$ cat src/rtl/wb_timer.sv
`default_nettype none
// =============================================================================
// wb_timer : Wishbone slave prescaled countdown timer with sticky EXPIRED + IRQ
// Revision : 1.0
// =============================================================================
module wb_timer #(
  parameter logic [15:0] PRESCALE   = 16'd1,
  parameter logic [31:0] LOAD_RESET = 32'h0
) (
  input  logic        clk_i,
  input  logic        rst_i,
  input  logic [31:0] wbs_dat_i,
  output logic [31:0] wbs_dat_o,
  input  logic [31:0] wbs_adr_i,
  input  logic [1:0]  wbs_sel_i,
  input  logic        wbs_we_i,
  input  logic        wbs_cyc_i,
  input  logic        wbs_stb_i,
  output logic        wbs_ack_o,
  output logic        irq_o
);

  // A PRESCALE of 0 behaves like 1, so the terminal prescaler value is 0 then.
  localparam logic [15:0] C_PS_LAST = (PRESCALE == 16'd0) ? 16'd0 : (PRESCALE - 16'd1);

  localparam logic [1:0] C_ADR_CTRL   = 2'd0;
  localparam logic [1:0] C_ADR_LOAD   = 2'd1;
  localparam logic [1:0] C_ADR_COUNT  = 2'd2;
  localparam logic [1:0] C_ADR_STATUS = 2'd3;

  typedef enum logic [0:0] {
    IDLE = 1'b0,
    ACK  = 1'b1
  } state_t;

  state_t      state_q, state_d;
  logic        access;
  logic        wr_en;
  logic        rd_en;
  logic [1:0]  reg_sel;
  logic [31:0] lane_mask;
  logic [2:0]  ctrl_wdata;
  logic [31:0] rd_mux;
  logic        tick;
  logic        expire;

  logic        en_q, en_d;
  logic        ar_q, ar_d;
  logic        ie_q, ie_d;
  logic        exp_q, exp_d;
  logic [31:0] load_q, load_d;
  logic [31:0] count_q, count_d;
  logic [31:0] dat_q, dat_d;
  logic [15:0] presc_q, presc_d;

  logic        unused_adr;
  assign unused_adr = ^{wbs_adr_i[31:4], wbs_adr_i[1:0]};

  // ---------------------------------------------------------------------------
  // Bus handshake FSM
  // ---------------------------------------------------------------------------
  always_comb begin
    state_d   = state_q;
    access    = 1'b0;
    wbs_ack_o = 1'b0;
    case (state_q)
      IDLE: begin
        if (wbs_cyc_i && wbs_stb_i) begin
          access  = 1'b1;
          state_d = ACK;
        end
      end
      ACK: begin
        wbs_ack_o = 1'b1;
        state_d   = IDLE;
      end
      default: state_d = IDLE;
    endcase
  end

  assign wr_en     = access && wbs_we_i;
  assign rd_en     = access && !wbs_we_i;
  assign reg_sel   = wbs_adr_i[3:2];
  assign lane_mask = {{16{wbs_sel_i[1]}}, {16{wbs_sel_i[0]}}};
  assign ctrl_wdata = ({ie_q, ar_q, en_q} & ~lane_mask[2:0]) | (wbs_dat_i[2:0] & lane_mask[2:0]);

  always_comb begin
    rd_mux = 32'd0;
    case (reg_sel)
      C_ADR_CTRL:   rd_mux = {29'd0, ie_q, ar_q, en_q};
      C_ADR_LOAD:   rd_mux = load_q;
      C_ADR_COUNT:  rd_mux = count_q;
      C_ADR_STATUS: rd_mux = {31'd0, exp_q};
      default:      rd_mux = 32'd0;
    endcase
  end

  // ---------------------------------------------------------------------------
  // Timer datapath: hardware updates first, bus writes override where they win
  // ---------------------------------------------------------------------------
  assign tick   = en_q && (presc_q == C_PS_LAST);
  assign expire = tick && (count_q == 32'd0);

  always_comb begin
    en_d    = en_q;
    ar_d    = ar_q;
    ie_d    = ie_q;
    exp_d   = exp_q;
    load_d  = load_q;
    count_d = count_q;
    presc_d = presc_q;
    dat_d   = dat_q;

    if (en_q) begin
      presc_d = tick ? 16'd0 : (presc_q + 16'd1);
    end

    if (tick) begin
      if (count_q != 32'd0) begin
        count_d = count_q - 32'd1;
      end else if (ar_q) begin
        count_d = load_q;
      end else begin
        en_d = 1'b0;
      end
    end

    if (expire) begin
      exp_d = 1'b1;
    end

    if (wr_en) begin
      case (reg_sel)
        C_ADR_CTRL: begin
          en_d = ctrl_wdata[0];
          ar_d = ctrl_wdata[1];
          ie_d = ctrl_wdata[2];
          if (!en_q && ctrl_wdata[0]) begin
            presc_d = 16'd0;
          end
        end
        C_ADR_LOAD:  load_d  = (load_q & ~lane_mask) | (wbs_dat_i & lane_mask);
        C_ADR_COUNT: count_d = (count_q & ~lane_mask) | (wbs_dat_i & lane_mask);
        C_ADR_STATUS: begin
          // A same-edge expiry keeps the flag set.
          if (wbs_sel_i[0] && wbs_dat_i[0] && !expire) begin
            exp_d = 1'b0;
          end
        end
        default: ;
      endcase
    end

    if (rd_en) begin
      dat_d = rd_mux;
    end
  end

  always_ff @(posedge clk_i or posedge rst_i) begin
    if (rst_i) begin
      state_q <= IDLE;
      en_q    <= 1'b0;
      ar_q    <= 1'b0;
      ie_q    <= 1'b0;
      exp_q   <= 1'b0;
      load_q  <= LOAD_RESET;
      count_q <= LOAD_RESET;
      presc_q <= 16'd0;
      dat_q   <= 32'd0;
    end else begin
      state_q <= state_d;
      en_q    <= en_d;
      ar_q    <= ar_d;
      ie_q    <= ie_d;
      exp_q   <= exp_d;
      load_q  <= load_d;
      count_q <= count_d;
      presc_q <= presc_d;
      dat_q   <= dat_d;
    end
  end

  assign wbs_dat_o = dat_q;
  assign irq_o     = exp_q & ie_q;

endmodule

`default_nettype wire
$ cat config.mk
export PLATFORM = sky130hd
export DESIGN_NAME = wb_timer
export DESIGN_NICKNAME = d
export VERILOG_FILES = /design/src/rtl/wb_timer.sv
export SDC_FILE = /design/constraint.sdc
export NUM_CORES = 1
export LEC_CHECK = 0
export CAP_MARGIN = 10
export CORE_ASPECT_RATIO = 0.9
export CORE_MARGIN = 3
export CORE_UTILIZATION = 50
export CTS_CLUSTER_SIZE = 10
export DETAILED_ROUTE_END_ITERATION = 16
export GPL_TIMING_DRIVEN = 0
export PLACE_DENSITY = 0.8
export SLEW_MARGIN = 15
export SYNTH_ARGS = -nofsm -noshare
export SYNTH_HDL_FRONTEND = slang
export SYNTH_SLANG_ARGS = --single-unit
$ cat constraint.sdc
create_clock -name clk_i -period 11.3 [get_ports clk_i]
set_input_delay 2.26 -clock clk_i [delete_from_list [all_inputs] [get_ports clk_i]]
set_output_delay 2.26 -clock clk_i [all_outputs]
set_load 0.02 [all_outputs]
## After elaboration in Yosys (flattened, before gate mapping)

Index checks and enable logic that the tools add are counted.
Widths: inputs -> output; s select.

| word-level totals | value |
|---|---|
| word-level logic and storage cells | 67 |
| output and inout bits | 34 |
| register bits after elaboration | 117 |
| bits of input ports | 71 |

| cells by class | value |
|---|---|
| $add $sub $neg | 2 |
| multiplexer cells | 24 |
| reduce and logical (&&, ||, !) cells | 17 |
| equal/unequal tests | 3 |
| bitwise logic cells | 12 |

Operators by type and width:

| cell | count |
|---|---|
| $mux 32 | 5 |
| $pmux 32 s4 | 1 |
| $and 32x32->32 | 3 |
| $mux 16 | 5 |
| $or 32x32->32 | 2 |
| $logic_not 32->1 | 1 |
| $not 32->32 | 1 |
| $reduce_bool 32->1 | 1 |
| $sub 32x1->32 const B | 1 |
| $add 16x1->16 const B | 1 |
| $logic_not 16->1 | 1 |
| $mux 1 | 12 |
| $logic_and 1x1->1 | 8 |
| $and 3x3->3 | 2 |
| $eq 2x2->1 const B | 2 |
| $reduce_and 2->1 | 2 |
| $logic_not 1->1 | 3 |
| $not 3->3 | 1 |
| $or 3x3->3 | 1 |
| $eq 2x1->1 const B | 1 |
| $logic_not 2->1 | 1 |
| $pmux 1 s2 | 1 |
| $and 1x1->1 | 1 |
| $not 1->1 | 1 |

## Logic depth before layout (Yosys ltp)

| logic depth | value |
|---|---|
| depth in word-level cells | 8 |
| gate-level depth with buffers | 10 |
| depth with buffers taken out | 8 |

## Least setup slack after synthesis

OpenSTA, ideal clock, no wires.

| timing path | value |
|---|---|
| path type | input port to flip-flop |
| from | input wbs_adr_i[2] |
| to | register with a tool-made name |
| library setup time | 0.125 ns |
| path buffers | 3 |
| data required time | 11.175 ns |
| arrival time | 3.912 ns |
| slack | 7.264 ns |
| stages on the path | 6 |
| cell sequence | clkbuf_1 nor2b_1 and3_1 clkbuf_1 buf_1 mux2_2 |

RTL lines:

| item | RTL line | source |
|---|---|---|
| start, declared | 14 | `input logic [31:0] wbs_adr_i,` |

==> metrics.yaml <==
outcome: "finished, final reports clean"
syn_inst: 658
ant_nets: 0
hold_violations: 0
cts_setup_buffers: 0
grt_start_max_net_pins: 86
tightest_slew_ns: 0.939
yosys_warnings: 0
antenna_found_initial: 0
syn_area_um2: 6360
setup_viol: 0
ys_types: 63
intPower_w: 0.000986
cpLargestDelayFamily: "simple AND/OR/NAND/NOR gates"
slowest_stage: "nor3_1"
first_iter_violations: 738
vias: 5843
insertion_delay_ns: 0.43
relSlewSlack_pct: 37.1
grt_first_pass_wirelength_mm: 29.7
p_sw_w: 0.000468
clockPowerShare_pct: 33.9
async_reset_ff_share_pct: 100
cp.required_ns: 11.61
criticalPathCategory: "in2reg"
numCtsBuffers: 17
irDropWorstVdd_mv: 0.121
p_per_area_nw_per_um2: 185
rsz0062_at_grt: "false"
n_antenna_cell: 0
layout.cells.non_filler: 918
core.rowCount: 38
synth-edff-count: 0
p_sw_share_pct: 32.2
crit_chain: "clkdlybuf4s50_1, and4b_1, clkbuf_8, and2_1, nor3_1, nand2_1, buf_6, o21ai_0, a21oi_1"
final_cell_mix: "dfrtp_1 (117), clkdlybuf4s50_1 (71), a21oi_1 (70), nor2_1 (66), mux2_2 (39)"
grt_pass1_vias: 5859
cp.arrival_ns: 4.73
slowest_delay_ns: 0.57
mostFrequentLayoutCell: "dfrtp_1"
final_layout_size_suffix_gt1_share_pct: 13.3
ff2ff_setup_slack_ns: 8.28
cap_violations: 0
grt-ovfl-total: 0
die_w_um: 125
layout.nets: 824
leakage_nw: 3.16
drc: 0
clk_path_buf_depth: 2
synth_top_flop_cell: "dfrtp_1"
hp-class: "reg2reg"
syn2layout_area_growth_pct: 23.2
dp_cells: 890
synthesis.nets: 733
routed_wl_mm: 18.2
wl_per_cell_um: 19.9
root_buffer: "clkbuf_16"
path_max_fanout: 10
grt_usage_pct: 26.3
drtPass1Iterations: 6
cts_resized: 0
clk_pin_slew_ns: 0.05
max_freq_mhz: 226
cts.sinks: 117
skew_ns: 0.0142
comb_power_share_pct: 26.1
end_kind: "register"
p_seq_share_pct: 40.0
dieArea_um2: 14100
die_h_um: 113
min_period_over_period_pct: 39.2
hold_buffers: 0
startpoint_type: "input port"
ioPinCount: 105
hpwl_mm: 12.7
coreArea_um2: 12200
syn_area_per_cell_um2: 9.67
place.gp.congestion: 0.951
finalCriticalPeriod_ns: 4.43
port_buffers: 71
start_util_pct: 52.0
cts_tree: "done"
yosysSeqAreaShare_pct: 46.0
htreeDepth: 4
ys_ff_latch: 117
routed_via_density: 6.36
drv_slew: 0
worst-path-buf-inv: 3
setup-tns-final_ns: 0
layer usage:
metal	track usage (%)	vias up	part of all wire, %
met3	7.27	34	8.7
met1	36.3	2855	44
met5	0	-	0
li1	-	2657	-
met4	9.68	0	1.7
met2	40.1	297	46
cells in the mapped netlist, drive strengths merged, types with 3 or more instances:
cell | number | area [um^2]
nand3 | 26 | 130
nor2 | 68 | 260
nor4b | 5 | 50.0
dfrtp | 117 | 2930
or3 | 11 | 71.3
nor3 | 22 | 131
ha | 4 | 50.1
nor2b | 11 | 68.8
buf | 16 | 129
o211ai | 5 | 37.5
inv | 5 | 18.8
nand4 | 12 | 75.1
a21oi | 70 | 350
or4 | 6 | 56.3
o21ai | 23 | 115
a41oi | 3 | 26.3
mux2i | 10 | 100
o221ai | 3 | 26.3
nor4 | 16 | 115
and2 | 5 | 31.3
xor2 | 10 | 87.6
a32oi | 6 | 52.6
a22oi | 34 | 255
a221oi | 3 | 26.3
a31oi | 16 | 100
nand2b | 3 | 18.8
clkbuf | 33 | 134
a211oi | 8 | 60.1
nand2 | 33 | 126
and3 | 14 | 88.8
mux2 | 39 | 439
final timing paths:
| kind | end | depth (start not counted) | from |
|---|---|---|---|
| min in group asynchronous | async pin | 2 | rst_i |
| min | state_q | 1 | state_q |
| max in group asynchronous | async pin | 3 | rst_i |
| min reg2reg | state_q | 1 | state_q |
| max reg2reg | register | 8 | register |
| max | register | 9 | wbs_we_i |
metrics by stage:
stage               power [W]  setup slack (ns)  area (um^2)  hold WS, ns  util [%]
finish                0.00145              6.87         7840        0.507      64.1
global route          0.00152              6.80         7840        0.542      64.1
CTS                   0.00145              7.04         7830        0.486      64.1
detailed placement   0.000958              6.59         7300        0.480      59.8
global placement     0.000943              4.28         7270        0.450      59.5
floorplan            0.000810              5.94         6360        0.466         -
cell families after synthesis:
kind of cell | Yosys count | synth area share [%]
compound gates | 186 | 18.6
xor+xnor | 10 | 1.38
fa+ha+maj | 4 | 0.787
buf+inv | 54 | 4.43
flops | 117 | 46.0
mux | 50 | 8.83
simple gates | 237 | 20.0
area by class of cell:
cell class              instances  area [um^2]
inverters                       5         23.8
flip-flops and latches        117         2930
clock inverters                 6         55.1
fillers                       977         4380
clock buffers                  22          474
repair buffers                 72          738
well taps                     160          200
multi-input cells             487         3160
plain buffers                  49          263
power groups by stage:
stage / Clock (W) / Combinational [W] / Sequential (W)
finish: 0.000493 / 0.000379 / 0.000581
global route: 0.000516 / 0.000415 / 0.000593
CTS: 0.000498 / 0.000378 / 0.000579
detailed placement: 0 / 0.000374 / 0.000584
global placement: 0 / 0.000364 / 0.000579
floorplan: 0 / 0.000214 / 0.000596
No activity file was read; power rests on OpenSTA's default activity.
